File: src/rtl/hwpe_ctrl_bist_pkg.sv
// Shared types and March C- element tables for the HWPE control regfile BIST.
// Table bit i describes element Ei.
package hwpe_ctrl_bist_pkg;

  localparam int unsigned MARCH_NUM_ELEM = 6;

  typedef enum logic [2:0] {
    E0 = 3'd0,
    E1 = 3'd1,
    E2 = 3'd2,
    E3 = 3'd3,
    E4 = 3'd4,
    E5 = 3'd5
  } march_elem_e;

  typedef enum logic [1:0] {
    IDLE  = 2'd0,
    RUN   = 2'd1,
    DRAIN = 2'd2
  } bist_state_e;

  // 1 = ascending, 0 = descending address order
  localparam logic [MARCH_NUM_ELEM-1:0] MARCH_DIR_UP    = 6'b100111;
  localparam logic [MARCH_NUM_ELEM-1:0] MARCH_HAS_READ  = 6'b111110;
  localparam logic [MARCH_NUM_ELEM-1:0] MARCH_HAS_WRITE = 6'b011111;
  // 1 = inverted background
  localparam logic [MARCH_NUM_ELEM-1:0] MARCH_RD_POL    = 6'b010100;
  localparam logic [MARCH_NUM_ELEM-1:0] MARCH_WR_POL    = 6'b001010;

endpackage

File: src/rtl/hwpe_ctrl_bist_addr_gen.sv
// Up/down address counter for the March sequencer with load to either end
// of the array and a terminal-count flag for the current direction.
module hwpe_ctrl_bist_addr_gen #(
  parameter int unsigned ADDR_WIDTH = 5
) (
  input  logic                  clk,
  input  logic                  rst_n,
  input  logic                  load_i,
  input  logic                  load_top_i,
  input  logic                  en_i,
  input  logic                  up_i,
  output logic [ADDR_WIDTH-1:0] addr_o,
  output logic                  tc_o
);

  localparam logic [ADDR_WIDTH-1:0] ADDR_MAX = '1;
  localparam logic [ADDR_WIDTH-1:0] ADDR_ONE = {{(ADDR_WIDTH-1){1'b0}}, 1'b1};

  logic [ADDR_WIDTH-1:0] addr_q, addr_d;

  always_comb begin
    addr_d = addr_q;
    if (load_i) begin
      addr_d = load_top_i ? ADDR_MAX : '0;
    end else if (en_i) begin
      addr_d = up_i ? (addr_q + ADDR_ONE) : (addr_q - ADDR_ONE);
    end
  end

  always_ff @(posedge clk or negedge rst_n) begin
    if (!rst_n) begin
      addr_q <= '0;
    end else begin
      addr_q <= addr_d;
    end
  end

  assign addr_o = addr_q;
  assign tc_o   = up_i ? (addr_q == ADDR_MAX) : (addr_q == '0);

endmodule

File: src/rtl/hwpe_ctrl_regfile_bist.sv
// March C- BIST controller for the HWPE control register file: sequences the
// regfile test port, compares read data and records the first failure.
module hwpe_ctrl_regfile_bist
  import hwpe_ctrl_bist_pkg::*;
#(
  parameter int unsigned         ADDR_WIDTH = 5,
  parameter int unsigned         DATA_WIDTH = 32,
  parameter int unsigned         NUM_BYTE   = DATA_WIDTH / 8,
  parameter logic [DATA_WIDTH-1:0] BACKGROUND = '0
) (
  input  logic                  clk,
  input  logic                  rst_n,
  input  logic                  clear_i,
  input  logic                  start_i,
  output logic                  busy_o,
  output logic                  done_o,
  output logic                  fail_o,
  output logic [ADDR_WIDTH-1:0] fail_addr_o,
  output logic [2:0]            fail_elem_o,
  output logic                  BIST_o,
  output logic                  CSN_T_o,
  output logic                  WEN_T_o,
  output logic [ADDR_WIDTH-1:0] A_T_o,
  output logic [DATA_WIDTH-1:0] D_T_o,
  output logic [NUM_BYTE-1:0]   BE_T_o,
  input  logic [DATA_WIDTH-1:0] Q_T_i
);

  localparam logic [DATA_WIDTH-1:0] BG_INV = ~BACKGROUND;

  bist_state_e           state_q, state_d;
  march_elem_e           elem_q, elem_d;
  logic                  phase_q, phase_d;
  logic                  csn_q, csn_d, wen_q, wen_d;
  logic [DATA_WIDTH-1:0] wdata_q, wdata_d;
  logic [NUM_BYTE-1:0]   be_q, be_d;
  logic                  rd_pend_q, rd_pend_d;
  logic [DATA_WIDTH-1:0] rd_exp_q, rd_exp_d;
  logic [ADDR_WIDTH-1:0] rd_addr_q, rd_addr_d;
  logic [2:0]            rd_elem_q, rd_elem_d;
  logic                  done_q, done_d, fail_q, fail_d;
  logic [ADDR_WIDTH-1:0] fail_addr_q, fail_addr_d;
  logic [2:0]            fail_elem_q, fail_elem_d;

  logic                  ag_load, ag_load_top, ag_en, ag_tc;
  logic [ADDR_WIDTH-1:0] ag_addr;
  logic                  cur_wr, pair_rd, nxt_wr, mismatch;

  hwpe_ctrl_bist_addr_gen #(
    .ADDR_WIDTH (ADDR_WIDTH)
  ) i_addr_gen (
    .clk        (clk),
    .rst_n      (rst_n),
    .load_i     (ag_load),
    .load_top_i (ag_load_top),
    .en_i       (ag_en),
    .up_i       (MARCH_DIR_UP[elem_q]),
    .addr_o     (ag_addr),
    .tc_o       (ag_tc)
  );

  // Counters always describe the operation currently on the test port.
  assign cur_wr  = MARCH_HAS_WRITE[elem_q] && (!MARCH_HAS_READ[elem_q] || phase_q);
  assign pair_rd = MARCH_HAS_READ[elem_q] && MARCH_HAS_WRITE[elem_q] && !phase_q;

  always_comb begin
    state_d     = state_q;
    elem_d      = elem_q;
    phase_d     = phase_q;
    ag_load     = 1'b0;
    ag_load_top = 1'b0;
    ag_en       = 1'b0;
    unique case (state_q)
      IDLE: begin
        if (start_i) begin
          state_d = RUN;
          elem_d  = E0;
          phase_d = 1'b0;
          ag_load = 1'b1;
        end
      end
      RUN: begin
        if (pair_rd) begin
          phase_d = 1'b1;
        end else begin
          phase_d = 1'b0;
          if (!ag_tc) begin
            ag_en = 1'b1;
          end else if (elem_q == E5) begin
            state_d = DRAIN;
            ag_load = 1'b1;
          end else begin
            elem_d      = march_elem_e'(elem_q + 3'd1);
            ag_load     = 1'b1;
            ag_load_top = ~MARCH_DIR_UP[elem_d];
          end
        end
      end
      DRAIN:   state_d = IDLE;
      default: state_d = IDLE;
    endcase
    if (clear_i) begin
      state_d     = IDLE;
      elem_d      = E0;
      phase_d     = 1'b0;
      ag_load     = 1'b1;
      ag_load_top = 1'b0;
      ag_en       = 1'b0;
    end
  end

  // Port outputs are registered from the decode of the next operation.
  always_comb begin
    nxt_wr  = MARCH_HAS_WRITE[elem_d] && (!MARCH_HAS_READ[elem_d] || phase_d);
    csn_d   = (state_d != RUN);
    wen_d   = !((state_d == RUN) && nxt_wr);
    wdata_d = '0;
    if ((state_d == RUN) && nxt_wr) begin
      wdata_d = MARCH_WR_POL[elem_d] ? BG_INV : BACKGROUND;
    end
    be_d = (state_d == RUN) ? '1 : '0;
  end

  assign mismatch = rd_pend_q && (Q_T_i != rd_exp_q);

  always_comb begin
    rd_pend_d   = (state_q == RUN) && !cur_wr && !clear_i;
    rd_exp_d    = MARCH_RD_POL[elem_q] ? BG_INV : BACKGROUND;
    rd_addr_d   = ag_addr;
    rd_elem_d   = elem_q;
    done_d      = done_q;
    fail_d      = fail_q;
    fail_addr_d = fail_addr_q;
    fail_elem_d = fail_elem_q;
    if ((state_q == IDLE) && start_i) begin
      done_d      = 1'b0;
      fail_d      = 1'b0;
      fail_addr_d = '0;
      fail_elem_d = '0;
    end else begin
      if (state_q == DRAIN) done_d = 1'b1;
      if (mismatch) begin
        fail_d = 1'b1;
        if (!fail_q) begin
          fail_addr_d = rd_addr_q;
          fail_elem_d = rd_elem_q;
        end
      end
    end
    if (clear_i) begin
      done_d      = 1'b0;
      fail_d      = 1'b0;
      fail_addr_d = '0;
      fail_elem_d = '0;
    end
  end

  always_ff @(posedge clk or negedge rst_n) begin
    if (!rst_n) begin
      state_q     <= IDLE;
      elem_q      <= E0;
      phase_q     <= 1'b0;
      csn_q       <= 1'b1;
      wen_q       <= 1'b1;
      wdata_q     <= '0;
      be_q        <= '0;
      rd_pend_q   <= 1'b0;
      rd_exp_q    <= '0;
      rd_addr_q   <= '0;
      rd_elem_q   <= '0;
      done_q      <= 1'b0;
      fail_q      <= 1'b0;
      fail_addr_q <= '0;
      fail_elem_q <= '0;
    end else begin
      state_q     <= state_d;
      elem_q      <= elem_d;
      phase_q     <= phase_d;
      csn_q       <= csn_d;
      wen_q       <= wen_d;
      wdata_q     <= wdata_d;
      be_q        <= be_d;
      rd_pend_q   <= rd_pend_d;
      rd_exp_q    <= rd_exp_d;
      rd_addr_q   <= rd_addr_d;
      rd_elem_q   <= rd_elem_d;
      done_q      <= done_d;
      fail_q      <= fail_d;
      fail_addr_q <= fail_addr_d;
      fail_elem_q <= fail_elem_d;
    end
  end

  assign busy_o      = (state_q != IDLE);
  assign BIST_o      = (state_q != IDLE);
  assign done_o      = done_q;
  assign fail_o      = fail_q;
  assign fail_addr_o = fail_addr_q;
  assign fail_elem_o = fail_elem_q;
  assign CSN_T_o     = csn_q;
  assign WEN_T_o     = wen_q;
  assign A_T_o       = ag_addr;
  assign D_T_o       = wdata_q;
  assign BE_T_o      = be_q;

endmodule

File: config.mk
export PLATFORM = sky130hd
export DESIGN_NAME = hwpe_ctrl_regfile_bist
export DESIGN_NICKNAME = d
export VERILOG_FILES = /design/src/rtl/hwpe_ctrl_bist_pkg.sv /design/src/rtl/hwpe_ctrl_bist_addr_gen.sv /design/src/rtl/hwpe_ctrl_regfile_bist.sv
export SDC_FILE = /design/constraint.sdc
export NUM_CORES = 1
export LEC_CHECK = 0
export BUFFER_PORTS_ARGS = -buffer_cell sky130_fd_sc_hd__buf_2
export CAP_MARGIN = 0
export CORE_MARGIN = 2
export CORE_UTILIZATION = 48
export CTS_CLUSTER_DIAMETER = 40
export DETAILED_ROUTE_END_ITERATION = 10
export GPL_ROUTABILITY_DRIVEN = 1
export PLACE_DENSITY = 0.77
export SLEW_MARGIN = 20
export SYNTH_ARGS = -nofsm -noshare
export SYNTH_HDL_FRONTEND = slang
export SYNTH_SLANG_ARGS = --single-unit
File: constraint.sdc
create_clock -name clk -period 3.17 [get_ports clk]
set_clock_uncertainty 0.1 [all_clocks]
set_input_delay 0.1585 -clock clk [delete_from_list [all_inputs] [get_ports clk]]
set_output_delay 0.1585 -clock clk [all_outputs]
set_load 0.02 [all_outputs]
==> results.yml, run 1 <==
outcome:
  status: "completed"
power:
  pwr-share-comb: 0.141
  netSwitchingFraction: 0.274
  switchingPower_w: 0.000253
  power_density_mw_per_mm2: 370
  seq_power_share: 0.522
  power_leakage_nw: 1.39
  p_int_w: 0.000671
  vdd_ir_drop_max_mv: 0.217
  p_clk_frac: 0.338
route:
  ant_nets: 0
  vias: 1747
  wire_per_inst_um: 12.7
  drt_wl_total_mm: 4.24
  drc: 0
  drt-initial-drc-count: 57
  firstDrtPassIters: 4
  vias_per_cell: 5.25
timing:
  finalSetupTns_ns: 0
  slew_headroom: 0.490
  maxSlewViolCount: 0
  tightest_slew_ns: 0.762
  period_needed_ns: 2.62
  finalSetupViolCount: 0
  fin_crit_sh: 0.827
  rsz0062_at_grt: "false"
  finalHoldViolCount: 0
  max_freq_mhz: 381
cts:
  cts.repair.resized: 0
  cts_tree: "built"
  cts_root_buf: "clkbuf_8"
  cts_setup_buffers: 0
  cts_max_level: 2
  cts_made_buffers: 5
  clk_latency_ns: 0.28
  clkSinkCount: 35
  path_clk_slew_ns: 0.07
  cts_hold_buffers: 1
  clockBufferDepth: 2
yosys:
  synth_nets: 265
  syn_inst: 220
  ys_seq_area_frac: 0.406
  synth_cell_type_count: 44
  synthesis.area_sq_mm: 0.00216
  synthFlopType: "dfrtp_1"
  synth_top_area_frac: 0.382
  ys_warn_count: 0
  synth_top_cells_by_area: "dfrtp_1 38%, buf_4 12%, ha_1 4.6%"
  ys_ff_latch: 35
  async_flop_share: 1.00
  yosys.area.top_type: "dfrtp_1"
  avgSynthCellArea_sq_um: 9.82
  synth-edff-count: 0
setup_path:
  worst_setup_path_end_kind: "flip-flop"
  critical_path_class: "reg -> reg"
  rrSetupSlack_ns: 0.55
  cp-start-kind: "flip-flop"
  r2r-start: "elem_q[1]"
  r2r-end: "i_addr_gen.addr_o[4]"
  cp_data_arrival_time_ns: 2.75
  required_ns: 3.29
  rr_worst_depth: 10
  cp_max_fo: 6
hold_path:
  worstHoldStart: "start_i"
  holdCritPathClass: "in -> reg"
  min_to: "CSN_T_o"
  min_path_cells: 2
global_route:
  grt_pass1_wl_mm: 7.07
  first_global_vias: 1550
  antenna_found_initial: 0
  grt_max_degree: 36
  gr-usage-all-layers: 0.175
  overflow: 0
floorplanning:
  fp.dieW_um: 71.1
  ios: 91
  dieArea_sq_mm: 0.00505
  fp-row-count: 24
  core-area_sq_mm: 0.00435
  die_h_um: 71.1
  start_util: 0.496
cells_and_area:
  drive_gt1_frac: 0.409
  utilization: 0.574
  final_common_cell: "buf_2"
  nets: 325
  area_growth_pct: 15.6
  nFillCells: 378
  layout_common_cells: "90 x buf_2, 33 x dfrtp_1, 26 x nor2_1"
  diodes: 0
placed_design:
  detailed_place_hpwl_mm: 3.34
  portBuffers: 90
  place_congestion: 0.881
job:
  maxCapViolCount: 0
worst max-delay path by stage:
| stage | cells past startpoint | end | from |
|---|---|---|---|
| global placement | 9 | i_addr_gen.addr_o[4] | elem_q[2] |
| floorplan | 6 | D_T_o[30] | i_addr_gen.addr_o[1] |
| global route | 10 | i_addr_gen.addr_o[4] | elem_q[1] |
| finish | 10 | i_addr_gen.addr_o[4] | elem_q[1] |
| detailed placement | 10 | i_addr_gen.addr_o[4] | elem_q[1] |
| CTS | 10 | i_addr_gen.addr_o[4] | elem_q[1] |
cell type report:
type / count / area (sq um) / area share
clock buffer: 5 / 68.8 / 0.0275
inverter: 13 / 48.8 / 0.0195
clock inverter: 3 / 20.0 / 0.00801
tap: 52 / 65.1 / 0.0260
sequential: 35 / 878 / 0.352
timing repair buffer: 91 / 460 / 0.184
multi-input combinational: 134 / 957 / 0.383
critical path: stages, from the launching register on:
cell and delay, ns:
dfrtp_1 0.45, ha_1 0.23, nor2_1 0.19, or2_1 0.21, inv_1 0.10, ha_1 0.33
a21o_1 0.17, a21oi_1 0.18, xnor2_1 0.09, or4_1 0.40, nand3_1 0.10
kinds of logic (layout without fill, tap and decap cells):
kind of cell | count (synthesis) | in the layout | synth area share
xor gates and xnor gates | 4 | 4 | 0.0162
and+or+nand+nor | 78 | 78 | 0.188
buffers and inverters | 51 | 112 | 0.151
AOI/OAI and AO/OA | 31 | 31 | 0.122
DFF | 35 | 35 | 0.406
muxes | 12 | 12 | 0.0620
adders and majority gates | 9 | 9 | 0.0556
stage by stage:
step | hold WS, ns | std cells | total power (W) | area (sq um) | worst slack [ns]
floorplan | -0.237 | 220 | 0.000561 | 2160 | 0.731
global placement | 0.164 | 324 | 0.000618 | 2400 | 0.670
detailed placement | 0.170 | 324 | 0.000620 | 2400 | 0.578
CTS | 0.0578 | 333 | 0.000930 | 2500 | 0.558
global route | 0.0854 | 333 | 0.000968 | 2500 | 0.360
finish | 0.0589 | 333 | 0.000923 | 2500 | 0.547
cells in the mapped netlist, drive strengths merged, types with 2 or more instances:
| cell | n |
|---|---|
| nor2 | 26 |
| inv | 13 |
| a31oi | 5 |
| or2 | 2 |
| a2bb2oi | 4 |
| a21o | 5 |
| nand2 | 12 |
| nand3 | 6 |
| xnor2 | 4 |
| nand4 | 5 |
| mux2i | 10 |
| nor4 | 4 |
| nor3 | 8 |
| nor2b | 4 |
| a21oi | 9 |
| buf | 37 |
| dfstp | 2 |
| dfrtp | 33 |
| ha | 8 |
| or4 | 4 |
| o211ai | 2 |
sequential cells by signal (all words and copies together), names as in the netlist, 2 cells and up:
name,flops
fail_addr_o,5
i_addr_gen.addr_o,5
rd_addr_q,5
elem_q,3
fail_elem_o,3
rd_elem_q,3
state_q,2
power groups by stage:
| stage | sequential [W] | combinational (W) | clock, W |
|---|---|---|---|
| 2_1_floorplan | 0.000498 | 0.0000635 | 0 |
| 3_3_place_gp | 0.000489 | 0.000129 | 0 |
| 3_5_place_dp | 0.000490 | 0.000131 | 0 |
| 4_1_cts | 0.000481 | 0.000132 | 0.000318 |
| 5_1_grt | 0.000484 | 0.000146 | 0.000338 |
| 6_report | 0.000482 | 0.000130 | 0.000312 |
layer usage:
layer	vias to the layer above	wire length (um)	global-route usage
met5	-	0	0
met2	78	1950	0.298
met4	0	67	0.0692
met1	812	1920	0.221
li1	850	-	-
met3	7	293	0.0299
Power figures use the tool's default switching activity.
==> run 2, diff against run 1 <==
Settings changed: CORE_UTILIZATION 48 to 43, PLACE_DENSITY 0.77 to 0.73.
Clock period 3.17 ns to 2.2 ns, I/O delays scaled along.
==> results.yml, run 2 (synthesized netlist as in run 1, its figures left out) <==
outcome:
  status: "finished with violations"
  violations: "negative setup slack"
cells_and_area:
  nets: 360
  drive_gt1_frac: 0.497
  nFillCells: 423
  diodes: 0
  area_growth_pct: 31.8
  layout_common_cells: "90 x buf_2, 35 x buf_4, 31 x dfrtp_1"
  utilization: 0.595
  final_common_cell: "buf_2"
  design_area_sq_mm: 0.00285
route:
  routed-wl-met3_um: 251
  wire_per_inst_um: 12.4
  ant_nets: 0
  drc: 0
  routed.top_layer: "met4"
  firstDrtPassIters: 4
  met1_length_mm: 2.04
  drt_wl_total_mm: 4.77
  dr_wl_met2_mm: 2.39
  drt-initial-drc-count: 71
  vias: 1871
  vias_per_cell: 4.89
cts:
  cts_made_buffers: 5
  cts_root_buf: "clkbuf_8"
  cts_tree: "built"
  cts_max_level: 2
  path_clk_slew_ns: 0.07
  clkSinkCount: 35
  clockBufferDepth: 2
  clk_latency_ns: 0.29
timing:
  worst_slack_ns: -0.209
  finalHoldViolCount: 0
  finalSetupViolCount: 12
  fin_crit_sh: 1.09
  maxSlewViolCount: 0
  tightest_slew_ns: 0.761
  holdWs_ns: 0.0896
  max_freq_mhz: 415
  period_needed_ns: 2.41
  rsz0062_at_grt: "true"
  slew_headroom: 0.492
global_route:
  grt_max_degree: 36
  antenna_found_initial: 0
  gr-usage-all-layers: 0.181
  grt_pass1_wl_mm: 7.74
  first_global_vias: 1720
  overflow: 0
placed_design:
  dpl_cell_area_sq_mm: 0.00266
  portBuffers: 90
  place_congestion: 0.913
  detailed_place_hpwl_mm: 3.78
  place_ws_ns: -0.210
hold_path:
  worstHoldStart: "start_i"
  holdCritPathClass: "in -> reg"
floorplanning:
  fp-row-count: 25
  core-area_sq_mm: 0.00479
  dieArea_sq_mm: 0.00561
  start_util: 0.452
  fp.dieW_um: 74.9
  ios: 91
  die_h_um: 74.9
setup_path:
  startpoint: "i_addr_gen.addr_o[1]"
  critPathBufInv: 0
  slowest_delay_ns: 0.52
  worst_setup_path_end_kind: "flip-flop"
  critPathSlowestCell: "or4_1"
  cp_data_arrival_time_ns: 2.50
  r2r-start: "i_addr_gen.addr_o[1]"
  cp-start-kind: "flip-flop"
  cp_max_fo: 3
  critical_path_class: "reg -> reg"
  rrSetupSlack_ns: -0.21
  required_ns: 2.29
  crit_chain: "or4_1, or4_4, a221oi_4, xnor2_1, nand2_1, nor4b_2"
  critPathTopFamily: "simple AND/OR/NAND/NOR gates"
power:
  power_density_mw_per_mm2: 566
  vdd_ir_drop_max_mv: 0.316
  power_leakage_nw: 1.58
  power_w: 0.00161
job:
  maxCapViolCount: 0
## run 2: routing by layer
metal	track usage	up-vias
met4	0.0635	0
met3	0.0308	9
met2	0.315	62
li1	-	920
met5	0	-
met1	0.228	880
## run 2: path summary, 6_finish.rpt
path	end	cells after the start
setup / recovery	D_T_o[30]	6
hold / removal	BE_T_o[2]	3
setup reg to reg	D_T_o[30]	6
hold reg to reg	fail_elem_o[0]	2
max in group asynchronous	i_addr_gen.addr_o[1]	2
min in group asynchronous	fail_addr_o[1]	2
## run 2: layout make-up
cell class              instances  area [sq um]  share of cell area
clock inverters                 2          60.1              0.0211
clock buffers                   6          72.6              0.0255
flip-flops and latches         35           881               0.309
repair buffers                126           723               0.254
multi-input cells             134           980               0.344
well taps                      67          83.8              0.0294
inverters                      13          48.8              0.0171
## run 2: tightest hold or removal path, delay by kind of cell
family          cells  cell delay [ns]
buf+inv             2             0.20
compound gates      1             0.13
## run 2: through the flow
stage | cells | TNS (ns)
3_5_place_dp | 371 | -1.14
2_1_floorplan | 220 | -0.568
4_1_cts | 382 | -1.19
3_3_place_gp | 371 | -0.668
5_1_grt | 383 | -2.58
6_report | 383 | -1.23
## run 2: what timing repair did
item	4_1_cts	5_1_grt
pin swaps	0	4
setup buffers	3	1
hold buffers	1	0
resized for setup	4	2
setup endpoints to repair	12	13
endpoints found under the hold margin	33	0
## run 2: where the power goes
group / switching [W] / internal [W]
clock: 0.000227 / 0.000453
sequential: 0.0000108 / 0.000671
combinational: 0.000138 / 0.000112
